`config.mk`:
```
export PLATFORM = sky130hd
export DESIGN_NAME = word_sync_ff_ctrl
export DESIGN_NICKNAME = d
export VERILOG_FILES = /design/src/rtl/word_sync_ff_ctrl_pkg.sv /design/src/rtl/word_sync_ff_ctrl_slot.sv /design/src/rtl/word_sync_ff_ctrl.sv
export SDC_FILE = /design/constraint.sdc
export NUM_CORES = 1
export LEC_CHECK = 0
export BUFFER_PORTS_ARGS = -buffer_cell sky130_fd_sc_hd__buf_4
export CAP_MARGIN = 20
export CORE_AREA = 2 2 73 75
export DETAILED_ROUTE_END_ITERATION = 16
export DIE_AREA = 0 0 75 77
export PLACE_DENSITY = 0.77
export SKIP_LAST_GASP = 1
export SLEW_MARGIN = 0
export SYNTH_ARGS = -nofsm -noshare
export SYNTH_HDL_FRONTEND = slang
export SYNTH_HIERARCHICAL = 1
export SYNTH_SLANG_ARGS = --single-unit
```
`constraint.sdc`:
```
create_clock -name clk -period 2.4 [get_ports clk]
set_input_delay 0.24 -clock clk [delete_from_list [all_inputs] [get_ports clk]]
set_output_delay 0.24 -clock clk [all_outputs]
set_load 0.005 [all_outputs]
```
`src/rtl/word_sync_ff_ctrl_pkg.sv`:
```
`default_nettype none
// ============================================================================
// Module      : g15_timing_pkg
// Description : Drum timing constants, FSM state and pending-slot encodings.
// Revision    : 1.0 - initial release
// ============================================================================
package g15_timing_pkg;

    localparam int BITS_PER_WORD = 29;
    localparam int WORDS_PER_REV = 108;

    typedef enum logic [1:0] {
        HALT     = 2'd0,
        RUN      = 2'd1,
        STEP     = 2'd2,
        STEP_BIT = 2'd3
    } timing_state_t;

    typedef enum logic [1:0] {
        PEND_NONE = 2'd0,
        PEND_SET  = 2'd1,
        PEND_CLR  = 2'd2
    } ff_pend_t;

endpackage
`default_nettype wire

```
`src/rtl/word_sync_ff_ctrl_slot.sv`:
```
`default_nettype none
// ============================================================================
// Module      : ff_req_slot
// Description : One pending set/clear slot; releases a one-clk s or r pulse on apply.
// Revision    : 1.0 - initial release
// ============================================================================
module ff_req_slot
    import g15_timing_pkg::*;
(
    input  logic clk,
    input  logic rst_n,
    input  logic apply,
    input  logic set_req,
    input  logic clr_req,
    output logic ff_s,
    output logic ff_r,
    output logic conflict
);

    ff_pend_t r_pend;
    ff_pend_t w_pend_next;

    // Clear beats set; a request in the apply cycle itself is kept for the next word.
    always_comb begin
        w_pend_next = r_pend;
        if (clr_req) begin
            w_pend_next = PEND_CLR;
        end else if (set_req) begin
            w_pend_next = PEND_SET;
        end else if (apply) begin
            w_pend_next = PEND_NONE;
        end
    end

    always_ff @(posedge clk) begin
        if (!rst_n) begin
            r_pend   <= PEND_NONE;
            ff_s     <= 1'b0;
            ff_r     <= 1'b0;
            conflict <= 1'b0;
        end else begin
            r_pend <= w_pend_next;
            ff_s   <= apply && (r_pend == PEND_SET);
            ff_r   <= apply && (r_pend == PEND_CLR);
            if (set_req && clr_req) begin
                conflict <= 1'b1;
            end
        end
    end

endmodule
`default_nettype wire

```
`src/rtl/word_sync_ff_ctrl.sv`:
```
`default_nettype none
// ============================================================================
// Module      : word_sync_ff_ctrl
// Description : Drum-timed scheduler applying FF set/reset requests at word end.
//               Optional single-bit stepping via macro WORD_SYNC_BIT_STEP_EN.
// Revision    : 1.0 - initial release
// ============================================================================
module word_sync_ff_ctrl
    import g15_timing_pkg::*;
#(
    parameter int N_FF = 8
)
(
    input  logic            clk,
    input  logic            rst_n,
    input  logic            run_req,
    input  logic            halt_req,
    input  logic            step_req,
`ifdef WORD_SYNC_BIT_STEP_EN
    input  logic            step_bit_req,
`endif
    input  logic [N_FF-1:0] set_req,
    input  logic [N_FF-1:0] clr_req,
    output logic [N_FF-1:0] ff_s,
    output logic [N_FF-1:0] ff_r,
    output logic [4:0]      bit_t,
    output logic [6:0]      word_t,
    output logic            t0,
    output logic            t28,
    output logic            running,
    output logic            conflict
);

    localparam logic [4:0] c_BIT_LAST  = 5'(BITS_PER_WORD - 1);
    localparam logic [6:0] c_WORD_LAST = 7'(WORDS_PER_REV - 1);

    timing_state_t   r_state;
    logic            r_halt_pend;
    logic            w_adv;
    logic            w_word_end;
    logic [N_FF-1:0] w_conflict;

    assign w_adv      = (r_state != HALT);
    assign w_word_end = w_adv && (bit_t == c_BIT_LAST);

    always_ff @(posedge clk) begin
        if (!rst_n) begin
            r_state     <= HALT;
            r_halt_pend <= 1'b0;
            bit_t       <= '0;
            word_t      <= '0;
        end else begin
            if (w_adv) begin
                if (bit_t == c_BIT_LAST) begin
                    bit_t  <= '0;
                    word_t <= (word_t == c_WORD_LAST) ? '0 : word_t + 7'd1;
                end else begin
                    bit_t <= bit_t + 5'd1;
                end
            end

            case (r_state)
                HALT: begin
                    r_halt_pend <= 1'b0;
                    if (run_req) begin
                        r_state <= RUN;
                    end else if (step_req) begin
                        r_state <= STEP;
`ifdef WORD_SYNC_BIT_STEP_EN
                    end else if (step_bit_req) begin
                        r_state <= STEP_BIT;
`endif
                    end
                end
                // A halt seen anywhere in the word (even with run_req) stops at word end.
                RUN: begin
                    if (halt_req || r_halt_pend) begin
                        if (w_word_end) begin
                            r_state     <= HALT;
                            r_halt_pend <= 1'b0;
                        end else begin
                            r_halt_pend <= 1'b1;
                        end
                    end
                end
                STEP: begin
                    if (w_word_end) begin
                        r_state <= HALT;
                    end
                end
                default: begin
                    r_state <= HALT;
                end
            endcase
        end
    end

    assign t0      = (bit_t == 5'd0);
    assign t28     = (bit_t == c_BIT_LAST);
    assign running = (r_state != HALT);

    generate
        for (genvar gi = 0; gi < N_FF; gi++) begin : g_slot
            ff_req_slot u_slot (
                .clk      (clk),
                .rst_n    (rst_n),
                .apply    (w_word_end),
                .set_req  (set_req[gi]),
                .clr_req  (clr_req[gi]),
                .ff_s     (ff_s[gi]),
                .ff_r     (ff_r[gi]),
                .conflict (w_conflict[gi])
            );
        end
    endgenerate

    assign conflict = |w_conflict;

endmodule
`default_nettype wire

```
==> results of run 1 <==
[kinds of logic after synthesis]
family | after synthesis | synth area share
muxes | 1 | 0.004355
adders and majority gates | 5 | 0.02722
buffers and inverters | 18 | 0.02994
AOI/OAI and AO/OA | 48 | 0.1415
and+or+nand+nor | 88 | 0.3027
xor gates and xnor gates | 4 | 0.01525
DFF | 55 | 0.4790
[worst register-to-register path, stage by stage (launching register included)]
cell and delay [ps]:
sky130_fd_sc_hd__dfxtp_1 370, sky130_fd_sc_hd__inv_1 60, sky130_fd_sc_hd__ha_1 400, sky130_fd_sc_hd__nand4b_1 300
sky130_fd_sc_hd__o41ai_1 670, sky130_fd_sc_hd__a21oi_1 80
[through the flow]
step	cells	hold WS (ps)	power, mW
2_1_floorplan	219	357.6	1.292
3_3_place_gp	340	426.5	1.425
3_5_place_dp	340	433.6	1.436
4_1_cts	348	134.6	1.963
5_1_grt	348	130.8	2.057
6_report	348	142.8	1.943
[worst paths after layout]
| check | from | to | slack (ps) | cells past startpoint |
|---|---|---|---|---|
| min | clr_req[5] | g_slot[5].u_slot/r_pend[1]$_SDFFE_PN0P_ | 140 | 2 |
| max reg2reg | r_state[0]$_SDFFE_PN0P_ | word_t[5]$_SDFFE_PN0N_ | 380 | 5 |
| min reg2reg | g_slot[7].u_slot/r_pend[1]$_SDFFE_PN0P_ | g_slot[7].u_slot/ff_s$_SDFF_PN0_ | 440 | 1 |
| max | r_state[0]$_SDFFE_PN0P_ | word_t[5]$_SDFFE_PN0N_ | 380 | 5 |
[cell usage after synthesis, drive strengths merged (4+ instances only)]
master  count
nor2b      19
dfxtp      55
nor3b      25
o21ai      10
ha          5
nand4b      4
inv        16
nor2        6
o211a       9
a21oi      15
o21a        8
nand2      15
[registers in the layout (all words and copies together) (netlist names)]
register,cells
r_state,2
r_halt_pend,1
g_slot.u_slot/ff_r,8
g_slot.u_slot/conflict,8
bit_t,5
g_slot.u_slot/ff_s,8
word_t,7
g_slot.u_slot/r_pend,16
[power groups by stage]
stage	logic, mW	clock network (mW)	registers [mW]
floorplan	0.276	0	1.02
global placement	0.405	0	1.02
detailed placement	0.413	0	1.02
CTS	0.414	0.547	1.00
global route	0.464	0.582	1.01
finish	0.412	0.528	1.00
[layer usage]
layer	vias to the layer above	global-route usage	part of all wire
met1	816	0.1980	0.44
met3	6	0.03285	0.037
li1	886	-	-
met5	-	0	0
met2	34	0.2482	0.50
met4	0	0.05893	0.016
[layout make-up]
type                    count  area, µm²
fillers                   445       2108
multi-input cells         146       1131
flip-flops and latches     55       1101
repair buffers             53      397.9
well taps                  70      87.58
clock buffers               5      68.82
inverters                  16      60.06
clock inverters             3      22.52
==> reports/results.tsv, run 1 <==
metric	value	unit
outcome	finished, final reports clean	
critical_path.max_fanout	18	
vias	1742	
synth.largest_area_cell	sky130_fd_sc_hd__dfxtp_1	
slew_viol_final	0	
grt_max_degree	39	
yosysTopAreaCellShare	0.4790	
finalCritPeriodShare	0.8415	
dr.first_iter.drc_count	72	
timing.hold.worst.class	primary input to flop	
dp_slack	436.5	ps
routabilityCongestion	0.7853	
finalWorstPathRequiredPeriod	2020	ps
ant_nets	0	
std_cell_rows	26	
floorplan.die.width	75	µm
power.sequential.fraction	0.516	
vdd_drop_max	0.5278	mV
detail_route.first_pass.iterations	4	
count_of_flip_flops_with_a_built_in_enable_after_synthesis	0	
grt_usage	0.1541	
cpLargestDelayFamily	compound AO/OA/AOI/OAI gates	
ys_types	35	
power.switching_fraction	0.2870	
synth-seq-cells	55	
timing.final.setup_violations	0	
drt_drc_violations_left	0	
vias_per_cell	5.006	
cp-end-kind	flop	
wire_length_of_the_first_global_routing_pass	7024	µm
synthesis.instances	219	
count_of_buffer_and_inverter_cells_on_the_critical_path	1	
synth-main-ff-cell	sky130_fd_sc_hd__dfxtp_1	
ys.warnings.count	6	
grt_overflow	0	
postPlaceCellArea	0.002778	mm²
detailed_route_wire_length	4264	µm
port_buffers	52	
proportion_of_synthesized_chip_area_in_sequential_cells	0.4790	
synth_async_sr_flop_share	0	
crit_arrival	2190	ps
fmaxAchievable	495.1	MHz
cts_tree	built	
relative_contribution_of_combinational_cells_to_total_power	0.212	
worst_slew_pin_slew	697.0	ps
utilization	0.5764	
numClockSinks	55	
setup_slack	380.3	ps
post_cts_hold_buffer_count	0	
clock-root-buffer	sky130_fd_sc_hd__clkbuf_8	
number_of_antenna_violations_at_the_first_check_in_global_routing	0	
per_cell_routed_wire_length	12.25	µm
layout_cell_share_with_drive_strength_beyond_1	0.3489	
cts_max_path_buffers	2	
grt_pass1_vias	1570	
p_per_area	677.2	mW/mm²
slew_headroom	0.5293	
worst_clock_skew	6.323	ps
switchingPower	0.5576	mW
crit_path_top_delay_cell	sky130_fd_sc_hd__o41ai_1	
hpwlAfterDp	3033	µm
post_synth.cell_area_avg	10.50	µm²
design.final.nets	303	
mappedNetlistNets	245	
area_of_the_die	0.005775	mm²
startpoint_type	flop	
timing_hold_violations_final	0	
intPower	1.385	mW
timing_worst_setup_path_type	flop to flop	
most_frequent_cells_in_the_layout	sky130_fd_sc_hd__dfxtp_1 (55), sky130_fd_sc_hd__buf_4 (53), sky130_fd_sc_hd__nor3b_2 (24)	
cts.htree.levels	2	
core-area	0.004977	mm²
critical-path-max-stage-delay	670	ps
total_leakage_power	1.240	nW
die-height	77	µm
effective_utilization_at_floorplan	0.4618	
timing.critical_path.required	2570	ps
post-route-cell-area	0.002869	mm²
final_common_cell	sky130_fd_sc_hd__dfxtp_1	
clkTransAtPathRegs	100	ps
diodes	0	
cts_setup_buffers	0	
pwr-share-clk	0.272	
worstPathCellList	inv_1 -> ha_1 -> nand4b_1 -> o41ai_1 -> a21oi_1	
cts_made_buffers	5	
syn_to_final_growth	24.82	%
clk_latency	310	ps
cts_resized	0	
grt_setup_unrepaired	no	
num_io_pins	53	
ys_top_cells_by_area	sky130_fd_sc_hd__dfxtp_1 (48%), sky130_fd_sc_hd__nor3b_2 (13%), sky130_fd_sc_hd__nor2b_1 (5.2%)	
totalNegativeSetupSlack	0	ps
drv_cap	0	
post_synth_instance_area	0.002298	mm²
(Power assumes the default switching activity.)
==> inputs of run 2 (changes only) <==
--- a/config.mk
+++ b/config.mk
@@ -7,10 +7,10 @@
 export LEC_CHECK = 0
 export BUFFER_PORTS_ARGS = -buffer_cell sky130_fd_sc_hd__buf_4
 export CAP_MARGIN = 20
-export CORE_AREA = 2 2 73 75
+export CORE_AREA = 2 2 71 73
 export DETAILED_ROUTE_END_ITERATION = 16
-export DIE_AREA = 0 0 75 77
-export PLACE_DENSITY = 0.77
+export DIE_AREA = 0 0 73 75
+export PLACE_DENSITY = 0.78
 export SKIP_LAST_GASP = 1
 export SLEW_MARGIN = 0
 export SYNTH_ARGS = -nofsm -noshare
==> constraint.sdc (replaced) <==
create_clock -name clk -period 2 [get_ports clk]
set_input_delay 0.2 -clock clk [delete_from_list [all_inputs] [get_ports clk]]
set_output_delay 0.2 -clock clk [all_outputs]
set_load 0.005 [all_outputs]
==> run 2 against run 1 <==
Net effect: core utilization rose by 5.1 points; clock power rose by 63%; global-route usage rose by 0.77 points; final cell count fell by 4.0%; combinational power rose by 24%; sequential power rose by 20%.
==> reports/results.tsv, run 2 (synthesized netlist as in run 1, its figures left out) <==
metric	value	unit	change
count_of_buffer_and_inverter_cells_on_the_critical_path	3		+2
largest_register	g_slot.u_slot/r_pend		
final_common_cell	sky130_fd_sc_hd__dfxtp_1		
slew_headroom	0.6835		+0.1543
cts_made_buffers	5		unchanged
clock-root-buffer	sky130_fd_sc_hd__clkbuf_8		
design.final.nets	305		+0.66%
crit_arrival	1630	ps	-560 ps
power.sequential.fraction	0.468		-0.048
syn_to_final_growth	27.33	%	
std_cell_rows	25		-3.8%
detailed_route_wire_length	4137	µm	-3.0%
number_of_antenna_violations_at_the_first_check_in_global_routing	0		unchanged
cts_max_path_buffers	2		unchanged
dp_slack	243.0	ps	-193.5 ps
cts_tree	built		
fmaxAchievable	546.7	MHz	
timing.hold.ws	113.4	ps	-29.36 ps
cts.htree.levels	2		unchanged
pwr-share-clk	0.334		+0.062
finalWorstPathRequiredPeriod	1829	ps	
timing.critical_path.required	1800	ps	-770 ps
area_of_the_die	0.005475	mm²	-5.2%
worst_slew_pin_slew	469.7	ps	-227.3 ps
cts_setup_buffers	0		unchanged
crit_path_top_delay_cell	sky130_fd_sc_hd__dfxtp_1		
most_frequent_cells_in_the_layout	sky130_fd_sc_hd__dfxtp_1 (55), sky130_fd_sc_hd__buf_4 (54), sky130_fd_sc_hd__nor3b_2 (24)		
worstPathCellList	inv_1 -> ha_1 -> nand4_2 -> inv_1 -> buf_4		
numClockSinks	55		unchanged
timing.final.setup_violations	0		unchanged
total_leakage_power	1.268	nW	+2.2%
timing.hold.worst.class	primary input to flop		
totalNegativeSetupSlack	0	ps	unchanged
timing_hold_violations_final	0		unchanged
floorplan.die.width	73	µm	-2.7%
relative_contribution_of_combinational_cells_to_total_power	0.198		-0.014
setup_slack	170.9	ps	-209.4 ps
grt_max_degree	39		unchanged
intPower	1.921	mW	+39%
wire_length_of_the_first_global_routing_pass	6969	µm	-0.78%
max_ffs_per_register	16		unchanged
effective_utilization_at_floorplan	0.4932		+0.03136
drv_cap	0		unchanged
dr.first_iter.drc_count	52		-28%
per_cell_routed_wire_length	12.39	µm	+1.1%
layout_cell_share_with_drive_strength_beyond_1	0.3536		+0.004651
clk_latency	310	ps	about the same
drt_drc_violations_left	0		unchanged
outcome	finished, final reports clean		
routabilityCongestion	0.7669		-2.3%
slew_viol_final	0		unchanged
hpwlAfterDp	2888	µm	-4.8%
grt_overflow	0		unchanged
clkTransAtPathRegs	100	ps	about the same
critical-path-top-cell-by-count	sky130_fd_sc_hd__inv_1		
cp-end-kind	output pin		
cpLargestDelayFamily	buffers and inverters		
finalCritPeriodShare	0.9145		
grt_pass1_vias	1568		-0.13%
core-area	0.004661	mm²	-6.4%
vias	1750		+0.46%
diodes	0		unchanged
post_cts_hold_buffer_count	0		unchanged
fillerInstances	385		-13%
p_per_area	877.1	mW/mm²	+30%
die-height	75	µm	-2.6%
grt_usage	0.1618		+0.007720
num_io_pins	53		unchanged
grt_setup_unrepaired	no		
power.switching_fraction	0.2516		-0.03537
vdd_drop_max	0.6021	mV	+14%
startpoint_type	flop		
ant_nets	0		unchanged
port_buffers	52		unchanged
multiInputGateArea	0.001136	mm²	+0.44%
cts_resized	0		unchanged
sequential_cell_area	0.001101	mm²	unchanged
switchingPower	0.6458	mW	+16%
worst_clock_skew	8.836	ps	+2.513 ps
critical_path.max_fanout	17		-1
critical-path-max-stage-delay	360	ps	-310 ps
timing_worst_setup_path_type	flop to output pin		
detail_route.first_pass.iterations	4		unchanged
vias_per_cell	5.240		+4.7%
run 2: path summary, 6_finish.rpt:
check                                            endpoint  slack, ps                                    start  cells past startpoint
setup / recovery                                      t28        170                    bit_t[0]$_SDFFE_PN0N_                      5
setup reg to reg                   word_t[6]$_SDFFE_PN0N_        230                    bit_t[0]$_SDFFE_PN0N_                      5
hold reg to reg          g_slot[0].u_slot/ff_s$_SDFF_PN0_        440  g_slot[0].u_slot/r_pend[1]$_SDFFE_PN0P_                      1
hold / removal    g_slot[4].u_slot/r_pend[1]$_SDFFE_PN0P_        110                               clr_req[4]                      2
run 2: final cells by class:
| type | count | share of cell area |
|---|---|---|
| Timing Repair Buffer | 55 | 0.1454 |
| Multi-Input combinational cell | 146 | 0.3882 |
| Inverter | 16 | 0.02052 |
| Sequential cell | 55 | 0.3762 |
| Clock inverter | 3 | 0.02309 |
| Tap cell | 54 | 0.02309 |
| Clock buffer | 5 | 0.02351 |
run 2: metal layers:
metal | share of wire | up-vias | GRT usage
li1 | - | 901 | -
met1 | 0.47 | 811 | 0.2084
met2 | 0.47 | 32 | 0.2643
met3 | 0.038 | 6 | 0.03882
met4 | 0.016 | 0 | 0.06173
met5 | 0 | - | 0
run 2: through the flow:
step | utilization | cells | cell area [µm²] | power [mW]
2_1_floorplan | - | 219 | 2306 | 1.555
3_3_place_gp | 0.5987 | 326 | 2790 | 1.729
3_5_place_dp | 0.5987 | 326 | 2790 | 1.739
4_1_cts | 0.6279 | 334 | 2927 | 2.593
5_1_grt | 0.6279 | 334 | 2927 | 2.706
6_report | 0.6279 | 334 | 2927 | 2.567
run 2: power groups by stage:
| stage | logic (mW) | clock network, mW | registers (mW) |
|---|---|---|---|
| floorplan | 0.336 | 0 | 1.22 |
| global placement | 0.505 | 0 | 1.22 |
| detailed placement | 0.512 | 0 | 1.23 |
| CTS | 0.516 | 0.876 | 1.20 |
| global route | 0.577 | 0.918 | 1.21 |
| finish | 0.509 | 0.858 | 1.20 |
